===== src/rtl/stc_pkg.sv =====
// Shared definitions for the sparse tensor core operand loaders and B-row buffer.
// Holds the loader FSM encoding and the default B-tile geometry.
package stc_pkg;

  typedef enum logic [1:0] {
    ST_IDLE  = 2'd0,
    ST_FETCH = 2'd1,
    ST_DONE  = 2'd2
  } stc_state_e;

  localparam int STC_K      = 16;
  localparam int STC_DW_MEM = 512;
  localparam int STC_DW_IDX = 4;

endpackage


===== src/rtl/stc_bloader.sv =====
// B-operand tile fetch engine: issues K row reads, writes the in-order responses
// into the B-row buffer, then presents the tile until the compute array releases it.
module stc_bloader
  import stc_pkg::*;
#(
  parameter int K       = STC_K,
  parameter int DW_MEM  = STC_DW_MEM,
  parameter int DW_IDX  = STC_DW_IDX,
  parameter int AW      = 32,
  parameter int MAX_OUT = 4
) (
  input  logic              clk,
  input  logic              reset,
  input  logic              start,
  input  logic [AW-1:0]     base_addr,
  input  logic [AW-1:0]     row_stride,
  output logic              busy,
  output logic              mem_req_valid,
  output logic [AW-1:0]     mem_req_addr,
  input  logic              mem_req_ready,
  input  logic              mem_resp_valid,
  input  logic [DW_MEM-1:0] mem_resp_data,
  output logic              buf_write_en,
  output logic [DW_IDX-1:0] buf_row,
  output logic [DW_MEM-1:0] buf_data,
  output logic              tile_valid,
  input  logic              tile_consume,
  output logic              proto_err
);

  localparam int OW = $clog2(MAX_OUT + 1);
  localparam logic [DW_IDX:0] LP_K       = (DW_IDX + 1)'(K);
  localparam logic [DW_IDX:0] LP_CNT_ONE = (DW_IDX + 1)'(1);
  localparam logic [OW-1:0]   LP_MAX_OUT = OW'(MAX_OUT);
  localparam logic [OW-1:0]   LP_OUT_ONE = OW'(1);

  stc_state_e        r_state;
  logic [AW-1:0]     r_addr;
  logic [AW-1:0]     r_stride;
  logic [DW_IDX:0]   r_issued;
  logic [DW_IDX:0]   r_received;
  logic [OW-1:0]     r_outstanding;
  logic              r_buf_we;
  logic [DW_IDX-1:0] r_buf_row;
  logic [DW_MEM-1:0] r_buf_data;
  logic              r_proto_err;

  logic w_req_valid;
  logic w_req_fire;
  logic w_resp_ok;

  // Request valid depends only on registered state, so valid and address
  // cannot change until the handshake that consumes them.
  assign w_req_valid = (r_state == ST_FETCH) && (r_issued < LP_K) &&
                       (r_outstanding < LP_MAX_OUT);
  assign w_req_fire  = w_req_valid && mem_req_ready;
  assign w_resp_ok   = mem_resp_valid && (r_state == ST_FETCH) &&
                       (r_outstanding != '0);

  always_ff @(posedge clk) begin
    if (reset) begin
      r_state       <= ST_IDLE;
      r_addr        <= '0;
      r_stride      <= '0;
      r_issued      <= '0;
      r_received    <= '0;
      r_outstanding <= '0;
      r_buf_we      <= 1'b0;
      r_buf_row     <= '0;
      r_buf_data    <= '0;
      r_proto_err   <= 1'b0;
    end else begin
      r_buf_we <= 1'b0;
      case (r_state)
        ST_IDLE: begin
          if (start) begin
            r_addr        <= base_addr;
            r_stride      <= row_stride;
            r_issued      <= '0;
            r_received    <= '0;
            r_outstanding <= '0;
            r_state       <= ST_FETCH;
          end
        end
        ST_FETCH: begin
          if (w_req_fire) begin
            r_issued <= r_issued + LP_CNT_ONE;
            r_addr   <= r_addr + r_stride;
          end
          if (w_resp_ok) begin
            r_received <= r_received + LP_CNT_ONE;
            r_buf_we   <= 1'b1;
            r_buf_row  <= r_received[DW_IDX-1:0];
            r_buf_data <= mem_resp_data;
          end
          if (w_req_fire && !w_resp_ok) begin
            r_outstanding <= r_outstanding + LP_OUT_ONE;
          end else if (!w_req_fire && w_resp_ok) begin
            r_outstanding <= r_outstanding - LP_OUT_ONE;
          end
          // received reaches K in the cycle the last buffer write is presented
          if (r_received == LP_K) begin
            r_state <= ST_DONE;
          end
        end
        ST_DONE: begin
          if (tile_consume) begin
            r_state <= ST_IDLE;
          end
        end
        default: r_state <= ST_IDLE;
      endcase
      if (mem_resp_valid && !w_resp_ok) begin
        r_proto_err <= 1'b1;
      end
    end
  end

  assign busy          = (r_state != ST_IDLE);
  assign tile_valid    = (r_state == ST_DONE);
  assign mem_req_valid = w_req_valid;
  assign mem_req_addr  = r_addr;
  assign buf_write_en  = r_buf_we;
  assign buf_row       = r_buf_row;
  assign buf_data      = r_buf_data;
  assign proto_err     = r_proto_err;

endmodule


===== config.mk =====
export PLATFORM = sky130hd
export DESIGN_NAME = stc_bloader
export DESIGN_NICKNAME = d
export VERILOG_FILES = /design/src/rtl/stc_pkg.sv /design/src/rtl/stc_bloader.sv
export SDC_FILE = /design/constraint.sdc
export NUM_CORES = 1
export LEC_CHECK = 0
export BUFFER_PORTS_ARGS = -buffer_cell sky130_fd_sc_hd__buf_2
export CAP_MARGIN = 5
export CORE_AREA = 5 5 443 445
export DETAILED_ROUTE_END_ITERATION = 6
export DIE_AREA = 0 0 448 450
export HOLD_SLACK_MARGIN = 0.05
export PLACE_DENSITY = 0.36
export SETUP_SLACK_MARGIN = 0.4
export SLEW_MARGIN = 30
export SYNTH_ARGS = -nofsm -noshare
export SYNTH_HDL_FRONTEND = slang
export SYNTH_SLANG_ARGS = --single-unit
export TNS_END_PERCENT = 5

===== constraint.sdc =====
create_clock -name clk -period 3.5 [get_ports clk]
set_input_delay 0.175 -clock clk [delete_from_list [all_inputs] [get_ports clk]]
set_output_delay 0.175 -clock clk [all_outputs]
set_load 0.1 [all_outputs]

After elaboration in Yosys (flattened, before gate mapping)
Index checks and enable logic that the tools add are counted.
{"block": "totals", "word_cells": 65, "mem_bits_ro": 0, "ff_bits": 597, "output_inout_bits": 553, "input_bits": 582, "latchBits": 0, "n_memories": 0, "mem_bits_rw": 0}
{"block": "op_classes", "add_sub_neg": 5, "n_eq_ne": 9, "multipliers": 0, "mux": 17, "bitwise_logic": 1, "shifts": 0, "order_cmp": 2, "reduce_logical": 21, "n_div": 0}
{"cell": "two-way mux 32 bit", "count": 2}
{"cell": "one-hot mux 32 bit (2 select lines)", "count": 1}
{"cell": "adder 32 bit", "count": 1}
{"cell": "one-hot mux 5 bit (2 select lines)", "count": 2}
{"cell": "two-way mux 5 bit", "count": 3}
{"cell": "AND reduction 3 bit", "count": 4}
{"cell": "adder 5 x 1 -> 5 bit, second input constant", "count": 2}
{"cell": "two-way mux 3 bit", "count": 3}
{"cell": "logical AND 1 bit", "count": 8}
{"cell": "two-way mux 2 bit", "count": 3}
{"cell": "inequality test 2 bit, second input constant", "count": 3}
{"cell": "one-hot mux 2 bit (3 select lines)", "count": 1}
{"cell": "one-hot mux 3 bit (2 select lines)", "count": 1}
{"cell": "equality test 5 bit, second input constant", "count": 1}
{"cell": "less-than comparator 5 bit, second input constant", "count": 1}
{"cell": "inequality test 2 x 1 -> 1 bit, second input constant", "count": 2}
{"cell": "AND reduction 2 bit", "count": 2}
{"cell": "nonzero test 2 bit", "count": 2}
{"cell": "adder 3 x 1 -> 3 bit, second input constant", "count": 1}
{"cell": "less-than comparator 3 bit, second input constant", "count": 1}
{"cell": "inequality test 3 x 1 -> 1 bit, second input constant", "count": 1}
{"cell": "nonzero test 3 bit", "count": 1}
{"cell": "subtractor 3 x 1 -> 3 bit, second input constant", "count": 1}
{"cell": "equality test 2 x 1 -> 1 bit, second input constant", "count": 1}
{"cell": "6 further kinds", "count": 7}

Longest topological paths before layout
{"block": "logic_depth", "depth_word": 9, "ltp_mapped": 12, "ltp_nobuf": 10}

Least setup slack after synthesis
OpenSTA, ideal clock, no wires.
{"block": "synth_timing", "path_type": "flip-flop to flip-flop", "startpoint": "register r_state[1]", "endpoint": "register r_outstanding[2]", "required_time_ns": 3.372, "setup_ns": 0.128, "slack_ns": -0.754, "n_path_buf": 0, "arrival_time_ns": 4.127, "synth_period_minus_slack_ns": 4.254, "stages_incl_launch_ff": 11, "path_cell_list": "dfxtp_1 > nand2b_1 > nor3_1 > nand2_1 > nor2_1 > fa_1 > nor3_1 > a21oi_1 > nor2_1 > a311oi_1 > nor2_1"}
{"block": "synth_via", "elab_chain_len": 8, "word_cells_on_any_way": 17, "classes_between": "eq/ne (3); mux (2); reduce/logical (12)"}
{"element": "from (decl)", "line_no": "stc_bloader.sv:37", "rtl": "stc_state_e r_state;"}
{"element": "from (signal assigned)", "line_no": "stc_bloader.sv:62", "rtl": "r_state <= ST_IDLE;"}
{"element": "from (signal assigned)", "line_no": "stc_bloader.sv:82", "rtl": "r_state <= ST_FETCH;"}
{"element": "from (signal assigned)", "line_no": "stc_bloader.sv:103", "rtl": "r_state <= ST_DONE;"}
{"element": "equality test 2 x 1 -> 1 bit (*)", "line_no": "stc_bloader.sv:54", "rtl": "assign w_req_valid = (r_state == ST_FETCH) && (r_issued < LP_K) &&"}
{"element": "logical AND 1 bit (*) (2 in series)", "line_no": "stc_bloader.sv:54"}
{"element": "named net mem_req_valid", "line_no": "stc_bloader.sv:18", "rtl": "output logic mem_req_valid,"}
{"element": "logical AND 1 bit (*)", "line_no": "stc_bloader.sv:56", "rtl": "assign w_req_fire = w_req_valid && mem_req_ready;"}
{"element": "zero test 1 bit", "line_no": "stc_bloader.sv:98", "rtl": "end else if (!w_req_fire && w_resp_ok) begin"}
{"element": "logical AND 1 bit", "line_no": "stc_bloader.sv:98"}
{"element": "inequality test 3 x 1 -> 1 bit (no line)"}
{"element": "AND reduction 3 bit (no line)"}
{"element": "to (signal assigned)", "line_no": "stc_bloader.sv:97", "rtl": "r_outstanding <= r_outstanding + LP_OUT_ONE;"}
{"element": "to (signal assigned)", "line_no": "stc_bloader.sv:99", "rtl": "r_outstanding <= r_outstanding - LP_OUT_ONE;"}
{"element": "to (decl)", "line_no": "stc_bloader.sv:42", "rtl": "logic [OW-1:0] r_outstanding;"}
The timed path passes the listed nets; every way through them passes the cells marked *.
A chain may end at the register's enable or synchronous reset.

Worst setup path after layout
{"block": "layout_timing", "startpoint": "register r_addr[0], in the netlist mem_req_addr[0]", "endpoint": "register r_addr[28], in the netlist mem_req_addr[28]"}
{"block": "layout_via", "elab_chain_len": 3}
{"element": "from (decl)", "line_no": "stc_bloader.sv:38", "rtl": "logic [AW-1:0] r_addr;"}
{"element": "from (signal assigned)", "line_no": "stc_bloader.sv:77", "rtl": "r_addr <= base_addr;"}
{"element": "from (signal assigned)", "line_no": "stc_bloader.sv:88", "rtl": "r_addr <= r_addr + r_stride;"}
{"element": "adder 32 bit", "line_no": "stc_bloader.sv:88"}
{"element": "two-way mux 32 bit", "line_no": "stc_bloader.sv:86", "rtl": "if (w_req_fire) begin"}
{"element": "one-hot mux 32 bit (2 select lines)", "line_no": "stc_bloader.sv:74", "rtl": "case (r_state)"}
No other way between the ends. The select of a mux whose other input is x is not followed.

==> flow_summary.ini <==
[setup_path]
startpoint = mem_req_addr[0]$_SDFFE_PP0P_
cp_data_required_time_ns = 4.07
start_kind = register
cp.arrival_ns = 3.49
crit_type = reg -> reg
crit_path_end_kind = register
cp_max_fo = 5
r2r_start = mem_req_addr[0]$_SDFFE_PP0P_

[sta]
fin_crit_sh = 0.835
layout_setup_ws_ns = 0.577
hold_viol = 0
worst_pin_slew_ns = 0.835
min_period_ns = 2.92
drv_slew = 0
clock.fmax_mhz = 342
finalSetupTns_ns = 0
relSlewSlack = 0.443
fin_skew_ns = 0.0497
rsz0062_at_grt = no
setup_viol = 0

[die]
die_h_um = 450
start_util = 0.117
io_pins = 1135
dieArea_um2 = 202000
die_x_um = 448
row_count = 161
core_area_um2 = 192000

[global_route]
grt.overflow.total = 0
grt_usage = 0.135
antenna_found_initial = 27
grt_max_degree = 131
grt_pass1_vias = 26500
grt_pass1_wl_um = 198000

[layout]
drive_gt1_frac = 0.286
final_nets = 5208
final_common_cell = nand2_1
multi_input_area_um2 = 9750
syn2layout_area_growth_pct = 78.9
final_cell_mix = nand2_1 (1161), buf_2 (1133), dlygate4sd3_1 (625)
regArea_um2 = 12000
fill_cells = 21600

[clock_network]
clkTransAtPathRegs_ns = 0.05
clockBufferDepth = 3
cts_tree = yes
clock-sinks = 597
clk_latency_ns = 0.71
cts_root_buf = clkbuf_16
cts_buffers = 83
h-tree-depth = 3

[placement]
dp_hpwl_um = 110000
globalplace.congestion = 0.914
io_buffers = 1134
preCtsSetupSlack_ns = 0.428

[power]
p_leak_nw = 17.1
power_density_nw_per_um2 = 486
peakVddDrop_mv = 0.312

[synthesis]
async_flop_share = 0
synthFlopType = dfxtp_1
synthDistinctLibCells = 64
seq_area_frac_synth = 0.531
synth-seq-cells = 597
syn_inst = 2908
synth-edff-count = 0
netlist_area_um2 = 22500
ys_warn_count = 0
syn_avg_cell_area_um2 = 7.74
syn_nets = 3526

[detailed_routing]
initialDrtViolationCount = 1948
drtAntennaViolNets = 0
avgViaCountPerCell = 3.69
dr_total_vias = 26600
route.detailed.drc = 0
drt-wirelength-per-cell_um = 19.8
firstDrtPassIters = 5
totalWireLength_um = 142000

[hold_path]
worstHoldStart = mem_req_ready
min_path_type = in -> reg

[run]
cap_violations = 0

[run_status]
status = finished clean
==> worst max-delay path, cell delays in order, from the launching register on <==
cell      delay [ns]
dfxtp_2         0.32
ha_1            0.22
fa_2            0.36
a21o_1          0.20
a221o_2         0.44
a22oi_1         0.22
o211ai_1        0.22
nor2b_2         0.20
o21ai_1         0.10
a2111o_1        0.38
o211a_1         0.12
==> layer usage <==
metal  up-vias  global-route usage  share of wire
met5         -                   0        0.00034
met4        10              0.0414          0.027
met3       170              0.0299          0.063
met2       870               0.223           0.47
met1     12600               0.174           0.43
li1      13000                   -              -
==> synth_stat cells, types with 3 or more instances <==
cell type / count / area share
a211oi_1: 10 / 0.0033
a21o_1: 21 / 0.0070
a21oi_1: 601 / 0.13
a221oi_1: 5 / 0.0019
a311oi_1: 13 / 0.0051
a31o_1: 3 / 0.0012
a31oi_1: 5 / 0.0014
and2_1: 6 / 0.0017
and3_1: 7 / 0.0019
buf_1: 7 / 0.0012
buf_2: 5 / 0.0011
clkbuf_1: 198 / 0.033
dfxtp_1: 597 / 0.53
ha_1: 34 / 0.019
inv_1: 13 / 0.0022
nand2_1: 1161 / 0.19
nand2b_1: 3 / 0.00083
nand3_1: 13 / 0.0029
nand4_1: 9 / 0.0025
nor2_1: 71 / 0.012
nor2b_1: 6 / 0.0017
nor3_1: 17 / 0.0038
o211ai_1: 5 / 0.0017
o21a_1: 3 / 0.0010
o21ai_0: 7 / 0.0016
o21ai_1: 11 / 0.0024
o21bai_1: 3 / 0.0010
o31ai_1: 3 / 0.0010
or3_1: 5 / 0.0014
xnor2_1: 13 / 0.0051
xor2_1: 12 / 0.0047
==> repair_timing <==
| item | CTS | global route |
|---|---|---|
| endpoints found under the setup margin | 1 | 4 |
| buffers inserted | 1 | 0 |
| hold buffers | 625 | 0 |
| resized for setup | 0 | 3 |
| hold endpoints to repair | 581 | 0 |
| pin swaps | 1 | 3 |
==> layout make-up <==
class	instances	area share
repair buffers	1807	0.311
flip-flops and latches	597	0.297
multi-input cells	2088	0.242
well taps	2526	0.0785
clock buffers	124	0.0607
clock inverters	28	0.00843
inverters	13	0.00121
diodes	14	0.000871
==> logic make-up after synthesis <==
family	Yosys count	share of synthesized area
and+or+nand+nor	1312	0.227
AOI/OAI and AO/OA	714	0.173
DFF	597	0.531
buffers and inverters	223	0.0375
adders and majority gates	36	0.0207
xor gates and xnor gates	25	0.00973
muxes	1	0.000445
==> path summary, 6_finish.rpt <==
check                             endpoint  slack, ns  cells past startpoint
max reg2reg  mem_req_addr[28]$_SDFFE_PP0P_       0.58                     10
min          mem_req_addr[28]$_SDFFE_PP0P_       0.15                      4
max          mem_req_addr[28]$_SDFFE_PP0P_       0.58                     10
min reg2reg     buf_data[225]$_SDFFE_PP0P_       0.45                      2
==> where the power goes <==
part | switching, W | total, W | internal, W | leakage, nW
clock | 0.00359 | 0.00874 | 0.00515 | 1.36
sequential | 0.000137 | 0.00715 | 0.00701 | 4.83
combinational | 0.00255 | 0.00367 | 0.00112 | 10.9
==> per-stage QoR <==
step	std cells	hold slack [ns]	cell area, µm²	total power [W]	util
CTS	7183	0.0692	40200	0.0200	0.210
finish	7197	0.152	40200	0.0196	0.210
global placement	6405	0.414	31200	0.0104	0.162
global route	7193	0.158	40200	0.0205	0.210
detailed placement	6405	0.422	31200	0.0104	0.162
floorplan	2908	0.311	22500	0.00938	-
==> sequential cells by signal, indices dropped and copies added, names as in the netlist, 2 cells and up <==
| name | count |
|---|---|
| buf_row | 4 |
| r_outstanding | 3 |
| mem_req_addr | 32 |
| r_issued | 5 |
| r_stride | 32 |
| buf_data | 512 |
| r_state | 2 |
| r_received | 5 |
Note: power is estimated with default switching activity, not from simulation.
